File: src/rtl/key_sync_debounce.sv
// -----------------------------------------------------------------------------
// key_sync_debounce
//
// Multi-channel front end for push-buttons and switches. Each raw input is
// polarity-corrected, passed through a STAGES-deep synchroniser and filtered
// by a stability counter. The result is a clean debounced level. Each
// debounced 0->1 transition produces one registered, one-cycle press pulse.
//
// Parameters:
//   N          number of independent channels
//   STAGES     synchroniser depth (>= 2)
//   DEBOUNCE   consecutive differing cycles needed to change level (>= 1)
//   ACTIVE_LOW 1: raw input is inverted so a pressed key reads as 1
//
// Ports:
//   clk          system clock, all state updates on posedge
//   reset        synchronous active-high reset
//   key[N]       raw asynchronous inputs
//   level[N]     debounced level, 1 = pressed
//   press[N]     one-cycle pulse per debounced 0->1 transition
//   key_release[N] one-cycle pulse per debounced 1->0 transition
//                (only when KEY_SYNC_RELEASE_EN is defined; the name
//                "release" is a reserved word, hence key_release)
//
// Build option: `define KEY_SYNC_RELEASE_EN to compile in the release pulse.
// -----------------------------------------------------------------------------
module key_sync_debounce #(
    parameter int N          = 4,
    parameter int STAGES     = 2,
    parameter int DEBOUNCE   = 4,
    parameter int ACTIVE_LOW = 1
) (
    input  logic         clk,
    input  logic         reset,
    input  logic [N-1:0] key,
    output logic [N-1:0] level,
    output logic [N-1:0] press
`ifdef KEY_SYNC_RELEASE_EN
    ,
    output logic [N-1:0] key_release
`endif
);

    // Counter needs to reach DEBOUNCE-1; keep at least one bit for DEBOUNCE=1.
    localparam int CW = (DEBOUNCE > 1) ? $clog2(DEBOUNCE) : 1;
    localparam logic [CW-1:0] CNT_ZERO = CW'(0);
    localparam logic [CW-1:0] CNT_ONE  = CW'(1);
    localparam logic [CW-1:0] CNT_MAX  = CW'(DEBOUNCE - 1);

    logic [N-1:0]  pol_s;
    logic [N-1:0]  sync_r [STAGES];
    logic [N-1:0]  sync_out_s;
    logic [CW-1:0] cnt_r [N];
    logic [CW-1:0] cnt_nxt_s [N];
    logic [N-1:0]  load_s;
    logic [N-1:0]  level_r;
    logic [N-1:0]  press_r;

    // Polarity correction so that a pressed key always reads as 1 internally
    always_comb begin
        if (ACTIVE_LOW != 0) begin
            pol_s = ~key;
        end else begin
            pol_s = key;
        end
    end

    // Plain flop chain synchroniser; nothing sits between the stages
    always_ff @(posedge clk) begin
        if (reset) begin
            for (int s = 0; s < STAGES; s++) begin
                sync_r[s] <= {N{1'b0}};
            end
        end else begin
            sync_r[0] <= pol_s;
            for (int s = 1; s < STAGES; s++) begin
                sync_r[s] <= sync_r[s-1];
            end
        end
    end

    assign sync_out_s = sync_r[STAGES-1];

    // Stability counter: any agreeing cycle restarts the count; reaching
    // DEBOUNCE-1 while still disagreeing loads the new level and clears the
    // count, so the counter never wraps.
    always_comb begin
        load_s = {N{1'b0}};
        for (int i = 0; i < N; i++) begin
            cnt_nxt_s[i] = CNT_ZERO;
            if (sync_out_s[i] == level_r[i]) begin
                cnt_nxt_s[i] = CNT_ZERO;
                load_s[i]    = 1'b0;
            end else if (cnt_r[i] == CNT_MAX) begin
                cnt_nxt_s[i] = CNT_ZERO;
                load_s[i]    = 1'b1;
            end else begin
                cnt_nxt_s[i] = cnt_r[i] + CNT_ONE;
                load_s[i]    = 1'b0;
            end
        end
    end

    // Counter, debounced level and press pulse registers. A load only happens
    // when sync_out differs from level, so sync_out alone tells the direction.
    always_ff @(posedge clk) begin
        if (reset) begin
            for (int i = 0; i < N; i++) begin
                cnt_r[i] <= CNT_ZERO;
            end
            level_r <= {N{1'b0}};
            press_r <= {N{1'b0}};
        end else begin
            for (int i = 0; i < N; i++) begin
                cnt_r[i] <= cnt_nxt_s[i];
            end
            level_r <= level_r ^ load_s;
            press_r <= load_s & sync_out_s;
        end
    end

    assign level = level_r;
    assign press = press_r;

`ifdef KEY_SYNC_RELEASE_EN
    logic [N-1:0] release_r;

    // Release pulse register, mirrors the press timing on a debounced 1->0
    always_ff @(posedge clk) begin
        if (reset) begin
            release_r <= {N{1'b0}};
        end else begin
            release_r <= load_s & ~sync_out_s;
        end
    end

    assign key_release = release_r;
`endif

endmodule

File: config.mk
export PLATFORM = sky130hd
export DESIGN_NAME = key_sync_debounce
export DESIGN_NICKNAME = d
export VERILOG_FILES = /design/src/rtl/key_sync_debounce.sv
export SDC_FILE = /design/constraint.sdc
export NUM_CORES = 1
export LEC_CHECK = 0
export CAP_MARGIN = 20
export CORE_ASPECT_RATIO = 1.1
export CORE_MARGIN = 4
export CORE_UTILIZATION = 30
export CTS_CLUSTER_SIZE = 16
export DETAILED_ROUTE_END_ITERATION = 16
export GPL_TIMING_DRIVEN = 0
export PLACE_DENSITY = 0.53
export SLEW_MARGIN = 25
export SYNTH_ARGS = -nofsm -noshare
export SYNTH_HDL_FRONTEND = slang
export SYNTH_SLANG_ARGS = --single-unit
File: constraint.sdc
create_clock -name clk -period 0.9 [get_ports clk]
set_clock_uncertainty 0.1 [all_clocks]
set_input_delay 0.18 -clock clk [delete_from_list [all_inputs] [get_ports clk]]
set_output_delay 0.18 -clock clk [all_outputs]
set_load 0.02 [all_outputs]
Word-level counts from Yosys, hierarchy flattened:

Memories as Yosys holds them, arrays and structs flattened.
Index checks and enable logic that the tools add are counted.

* bits in latches: 0
* register bits after elaboration: 8
* input port bits: 6
* memories kept: 2
* memory bits (writable): 16
* output and inout bits: 8
* memory bits (read-only): 0

Memories
* cnt_r: depth 4, bits a word 2, read ports 4, clocked after Yosys merged registers in 0, write ports 4, RTL line 53 `logic [CW-1:0] cnt_r [N];`
* sync_r: depth 2, bits a word 4, read ports 2, clocked after Yosys merged registers in 0, write ports 2, RTL line 51 `logic [N-1:0] sync_r [STAGES];`

* bitwise gates (word level): 9
* $mul: 0
* divide/modulo/power cells: 0
* reductions and logical operators: 0
* shifts and indexed selects: 0
* add/sub/neg operators: 4
* $lt $le $gt $ge: 0
* eq/ne operators: 8
* multiplexer cells: 25

Operators with widths (count)
* two-way mux 2 bit: 12
* two-way mux 1 bit: 11
* adder 2 x 1 -> 2 bit (second input constant): 4
* == test 2 bit (second input constant): 4
* two-way mux 4 bit: 2
* bitwise OR 1 bit: 6
* bitwise AND 4 bit: 1
* == test 1 bit: 4
* NOT 4 bit: 1
* XOR 4 bit: 1

Depth between registers and ports, before layout:

Gate-level depths: netlist of run 1.

* word-level depth: 4
* depth in mapped cells: 3
* gate-level depth less buffers: 3

Least setup slack after synthesis of run 1:

No wires, ideal clock.

* path kind: flip-flop to flip-flop
* from: memory cnt_r[3][0] in the netlist's numbering
* to: register (tool-made name)
* period minus slack after synthesis: 1.002 ns
* arrival: 0.788 ns
* path slack: -0.102 ns
* stages on the path, launching flop included: 4
* buffers on the path: 0
* cell sequence: dfxtp_1 ha_1 mux2i_1 nor2_1

RTL lines (RTL line)
* start, declared: 53

==> results of run 1 <==
==> cell usage after synthesis <==
master	instances
nor2_1	8
xnor2_1	4
nor4_1	2
dfxtp_1	24
and4bb_2	4
nor4b_2	4
nor2b_1	4
mux2i_1	4
buf_6	2
nor4_2	2
ha_1	4
==> final cells by class <==
class	count	area, um2
Sequential cell	24	503
Tap cell	31	38.8
Buffer	2	22.5
Clock buffer	3	22.5
Timing Repair Buffer	20	199
Fill cell	248	1280
Clock inverter	1	30.0
Multi-Input combinational cell	36	468
==> per-layer routing <==
layer / track usage (%) / vias to the layer above / share of wire [%]
met1: 9.24 / 251 / 45
met3: 2.45 / 2 / 5.4
met2: 12.1 / 9 / 48
li1: - / 268 / -
met4: 6.09 / 0 / 1.2
met5: 0 / - / 0
==> worst max-delay path by stage <==
| stage | start | slack (ps) | endpoint |
|---|---|---|---|
| 6_report | register | -180 | level[1] |
| 5_1_grt | register | -210 | level[3] |
| 4_1_cts | register | -190 | level[2] |
| 3_5_place_dp | reset | -510 | cnt_r[3][1] |
| 3_3_place_gp | reset | -520 | cnt_r[0][1] |
| 2_1_floorplan | cnt_r[3][0] | -5 | register |
==> cell usage in the layout (no fill, tap or decap) <==
cell | Yosys | final
nor2b_1 | 4 | 4
nor4_4 | 0 | 1
ha_4 | 0 | 4
nor2_1 | 8 | 8
dfxtp_1 | 24 | 8
bufinv_16 | 0 | 1
dfxtp_4 | 0 | 1
nor4_1 | 2 | 1
xnor2_4 | 0 | 4
dlygate4sd2_1 | 0 | 1
mux2i_1 | 4 | 4
clkdlybuf4s50_1 | 0 | 4
dfxtp_2 | 0 | 15
buf_6 | 2 | 12
buf_4 | 0 | 5
and4bb_2 | 4 | 4
clkbuf_4 | 0 | 3
nor4b_2 | 4 | 4
nor4_2 | 2 | 2
==> through the flow <==
stage / TNS [ps] / util (%)
floorplan: -9.78 / -
global placement: -12540 / 41.5
detailed placement: -12270 / 41.5
CTS: -2420 / 48.0
global route: -3280 / 50.0
finish: -2310 / 50.0
==> power groups by stage <==
stage | registers [mW] | logic, mW | clock network (mW)
2_1_floorplan | 1.12 | 0.0470 | 0
3_3_place_gp | 1.12 | 0.0822 | 0
3_5_place_dp | 1.12 | 0.0826 | 0
4_1_cts | 1.10 | 0.0927 | 0.797
5_1_grt | 1.10 | 0.108 | 0.840
6_report | 1.10 | 0.100 | 0.774
==> cells by family (layout without fill, tap and decap cells) <==
logic type	Yosys count	after routing	synth area share, %
simple gates	24	24	24.4
xor+xnor	4	4	4.22
mux	4	4	4.82
fa+ha+maj	4	4	6.02
buf+inv	2	26	2.71
flops	24	24	57.8
==> repair_timing <==
action / 4_1_cts / 5_1_grt
pin swaps: 0 / 2
buffers inserted: 6 / 1
gates cloned: 0 / 0
endpoints found under the setup margin: 32 / 24
gates resized for setup: 60 / 6
hold buffers: 0 / 0
==> results by group, run 1 <==
GRT
  • First-pass GRT wire length: ~2200 um
  • Largest net degree at the start of global routing: 15
  • Total GRT Usage: under 10%
  • Antenna violations before repair: 0
  • Number of global-route vias before repair: around 490
  • Global route total overflow: 0

Die
  • Die ar.: approximately 0.0037 mm2
  • I/O pin count: 14
  • Rows: 19
  • Die Y: 63.2 um
  • Initial core utilization: 32.4%
  • Die W: between 50 and 60 um
  • Core area: about 0.0026 mm2

Synth
  • Syn_nets: between 70 and 80
  • Post-synth top area cell: dfxtp_1
  • Synth Instances: 62
  • Yosys cell types: 11
  • Synth area leaders: dfxtp_1 58%, nor4b_2 7.2%, and4bb_2 6.0%, ha_1 6.0%, mux2i_1 4.8%
  • Mapped Area: 831 um2
  • Yosys warnings: 0
  • Post-Syn Area per Cell: between 10 and 15 um2
  • Register bit total from synthesis: 24
  • Sequential area share after synthesis: just under 60%
  • Top-area cell type share of the netlist area: 57.8%

Cells and area
  • Final instance area: 0.00128 mm2
  • Layout cells sized above 1: between 60% and 70%
  • Layout area overhead: 54.5%
  • Ant diodes: 0
  • Final nets: 97
  • Finished Layout Cells: around 120

Worst setup path
  • Critical path arrival: about 800 ps
  • Startpoint Class: register
  • Reg-to-reg slack, setup: -120 ps
  • Kind of critical path: reg2out
  • Crit path capture type: output port
  • Worst-path cell chain: buf_6
  • Reg2Reg Depth: 3
  • Critical Path RT: around 620 ps
  • Worst-path fanout max: 2
  • CP Buf/Inv Count: 1
  • RR Endpoint: cnt_r[0][1]
  • Worst path depth: 1
  • CP top delay family: flip-flops
  • Crit-path slowest cell: dfxtp_2
  • Largest stage delay, worst path: 370 ps

Pwr
  • Worst VDD drop: slightly above 800 uV
  • Internal: 1.59 mW
  • LEAKAGE: between 0.4 and 0.5 nW
  • Clock power share: 39.2%
  • Seq pwr share: between 50% and 60%
  • Sw Pwr: 0.382 mW
  • Power share of the combinational group: approximately 5.1%
  • PD cells: ~1500 mW/mm2
  • Total Power: between 1.5 and 2 mW
  • Switch share: ~19%

Placement
  • I/O Buffers: 13
  • Post-DP HPWL: approximately 900 um
  • RePlAce Congestion: between 0.6 and 0.7
  • Placed Cells: between 100 and 150
  • Worst slack, placed: -506 ps
  • Post-DP Area: approximately 0.0011 mm2

Clocking
  • CTS sink cnt: 24
  • CTS clk-pin slew, worst paths: approximately 130 ps
  • CTS Buf Count: 3
  • CTS tree: done
  • Root buf cell: clkbuf_4
  • Clk_lat worst skew: around 320 ps
  • Max Root-Sink Buffers: 2
  • CTS H-tree lvls: 1

Worst hold path
  • Worst Hold Class: in2reg
  • Critical hold path startpoint: key[0]
  • Hold EP: sync_r[0][0]
  • Hold depth: 2

STA
  • Final WS setup: -178 ps
  • Final hold violation count: 0
  • Fmax: 0.928 GHz
  • Post-route minimum period: 1080 ps
  • Number of setup violations in the final report: 24
  • Worst hold margin: ~260 ps
  • Max Slew Vio Count: 0
  • Worst rel slew slack: roughly 83%
  • Setup repair after global routing missed its margin: true
  • Period utilization: 120%
  • Worst-Margin Slew: about 260 ps

Detailed routing
  • Vias: 530
  • Residual DRC: 0
  • Wire per inst: 12.2 um
  • Drt first-iter violations: 3
  • Routed Antenna Nets: 0
  • Final wirelength: about 1400 um
  • Vias per cell: between 4 and 5
  • TritonRoute pass-1 iters: 3

Run status
  • Status: complete, but fails checks
  • Failing checks: negative setup slack

Run
  • # Max-Cap Violations: 0
(Power assumes the default switching activity.)
==> run 2: changes to the inputs <==
--- a/config.mk
+++ b/config.mk
@@ -12,8 +12,9 @@
 export CTS_CLUSTER_SIZE = 16
 export DETAILED_ROUTE_END_ITERATION = 16
 export GPL_TIMING_DRIVEN = 0
-export PLACE_DENSITY = 0.53
-export SLEW_MARGIN = 25
+export PLACE_DENSITY = 0.51
+export SKIP_CTS_REPAIR_TIMING = 1
+export SLEW_MARGIN = 20
 export SYNTH_ARGS = -nofsm -noshare
 export SYNTH_HDL_FRONTEND = slang
 export SYNTH_SLANG_ARGS = --single-unit
==> constraint.sdc (replaced) <==
create_clock -name clk -period 1.37 [get_ports clk]
set_clock_uncertainty 0.1 [all_clocks]
set_input_delay 0.274 -clock clk [delete_from_list [all_inputs] [get_ports clk]]
set_output_delay 0.274 -clock clk [all_outputs]
set_load 0.02 [all_outputs]
==> run 2 against run 1 <==
Effect of this change:
- the run now ends clean
- non-clock buffer count down 7
- clock power down 63%
- worst setup slack better by 250 ps
- register-to-register slack better by 410 ps
- combinational power down 48%
- via count down 8.3%
- global-route usage up 0.055 points
- worst hold slack better by 78 ps
- flip-flop and latch count unchanged
- sequential power down 35%
- first-iteration DRC count rose to 3.7 times the previous value
- critical path depth unchanged
==> results by group, run 2 (synthesis results as in run 1) <==
Cells and area
  • Most frequent cells in the layout: 24 x dfxtp_1, 8 x nor2_1, 5 x clkdlybuf4s50_1, 5 x dlymetal6s2s_1
  • Ant diodes: 0 (unchanged)
  • Layout area overhead: 22.7%
  • Most common cell after layout, fill and taps aside: dfxtp_1
  • Layout cells sized above 1: 23.1% (-42 points)
  • Core Util, Final: 39.7% (-10 points)
  • Final nets: 90 (-7.2%)

Detailed routing
  • Wire per inst: 11.3 um (-8.0%)
  • Vias: 486 (-8.3%)
  • Residual DRC: 0 (unchanged)
  • Final wirelength: 1230 um (-14%)
  • TritonRoute pass-1 iters: 2 (-1)
  • Routed Antenna Nets: 0 (unchanged)
  • Drt first-iter violations: 11 (+8)
  • Vias per cell: 4.46 (-1.6%)

STA
  • Fmax: 0.771 GHz
  • Worst rel slew slack: 81.6% (-1.4 points)
  • Number of setup violations in the final report: 0 (-100%)
  • Post-route minimum period: 1300 ps
  • Final hold violation count: 0 (unchanged)
  • Worst-Margin Slew: 275 ps (+19.5 ps)
  • Max Slew Vio Count: 0 (unchanged)
  • Setup repair after global routing missed its margin: false
  • Period utilization: 94.7%

Worst setup path
  • Worst-path cell chain: dlymetal6s2s_1
  • Crit path capture type: output port
  • Largest stage delay, worst path: 390 ps (+20 ps)
  • Reg-to-reg slack, setup: 290 ps (+410 ps)
  • Kind of critical path: reg2out
  • CP top delay family: flip-flops
  • Critical Path RT: 1000 ps (+380 ps)
  • Startpoint Class: register
  • Critical path arrival: 920 ps (+120 ps)
  • Crit-path slowest cell: dfxtp_1
  • CP Buf/Inv Count: 1 (unchanged)
  • Worst-path fanout max: 4 (+2)

Pwr
  • Clock power share: 27.3% (-12 points)
  • Power share of the combinational group: 4.9% (-0.2 points)
  • Sw Pwr: 0.216 mW (-43%)
  • Seq pwr share: 67.8% (+12 points)
  • Switch share: 20.4% (+1.1 points)
  • PD cells: 1040 mW/mm2 (-32%)
  • Worst VDD drop: 488 uV (-41%)
  • Total Power: 1.06 mW (-46%)
  • LEAKAGE: 0.466 nW (+1.8%)
  • Internal: 0.845 mW (-47%)

Worst hold path
  • Worst Hold Class: reg2reg

GRT
  • Antenna violations before repair: 0 (unchanged)
  • Met3 usage: 1.84% (-0.61 points)
  • Met2 usage: 12.6% (+0.42 points)
  • Number of global-route vias before repair: 505 (+2.4%)
  • Met1 Use GR: 9.79% (+0.55 points)
  • Top Usage Layer GRT: met2
  • Total GRT Usage: 8.07% (+0.055 points)
  • Largest net degree at the start of global routing: 13 (-2)
  • First-pass GRT wire length: 2220 um (+1.2%)
  • Global route total overflow: 0 (unchanged)

Clocking
  • Max Root-Sink Buffers: 2 (unchanged)
  • Clk_lat worst skew: 300 ps (-20 ps)
  • CTS Buf Count: 3 (unchanged)
  • CTS H-tree lvls: 1 (unchanged)
  • CTS tree: done
  • Root buf cell: clkbuf_4
  • CTS sink cnt: 24 (unchanged)
  • CTS clk-pin slew, worst paths: 110 ps (-20 ps)

Placement
  • Post-DP HPWL: 872 um (-3.1%)
  • I/O Buffers: 13 (unchanged)
  • RePlAce Congestion: 0.598 (-3.8%)

Die
  • Die ar.: 0.00368 mm2 (unchanged)
  • I/O pin count: 14 (unchanged)
  • Die Y: 63.2 um (unchanged)
  • Die W: 58.2 um (unchanged)
  • Core area: 0.00257 mm2 (unchanged)
  • Rows: 19 (unchanged)
  • Initial core utilization: 32.4% (unchanged)

Run status
  • Status: finished, final reports clean

Run
  • # Max-Cap Violations: 0 (unchanged)
run 2: final timing paths:
kind	start	end	cells past startpoint
max reg2reg	cnt_r[3][0]	register	3
min	cnt_r[1][0]	cnt_r[1][0]	1
min reg2reg	cnt_r[1][0]	cnt_r[1][0]	1
max	register	level[0]	1
run 2: final cells by class:
| class | count | area (um2) |
|---|---|---|
| flip-flops and latches | 24 | 480 |
| fillers | 257 | 1550 |
| multi-input cells | 36 | 328 |
| plain buffers | 2 | 22.5 |
| well taps | 31 | 38.8 |
| clock buffers | 3 | 22.5 |
| repair buffers | 13 | 128 |
run 2: worst reg2reg max path, cell delays in order, from the launching register on:
cell,delay [ps]
dfxtp_1,380
ha_1,260
mux2i_1,200
nor2_1,50
run 2: metrics by stage:
stage	setup TNS, ps	hold WS [ps]	instance area, um2	cells	setup slack, ps
floorplan	0	241	831	62	368
global placement	-985	316	1000	106	-105
detailed placement	-1340	325	1000	106	-149
CTS	-2350	344	1020	109	-350
global route	0	364	1020	109	1.52
finish	0	337	1020	109	72.2
run 2: power groups by stage:
stage                     logic, mW  registers (mW)  clock network [mW]
after floorplan              0.0306           0.734                   0
final                        0.0520           0.719               0.290
after global routing         0.0583           0.721               0.330
after CTS                    0.0537           0.720               0.306
after detailed placement     0.0538           0.735                   0
after global placement       0.0532           0.735                   0
run 2: metal layers:
metal  routed length (um)  up-vias
li1                     -      251
met1                  557      224
met2                  600        9
met3                   53        2
met4                   17        0
met5                    0        -
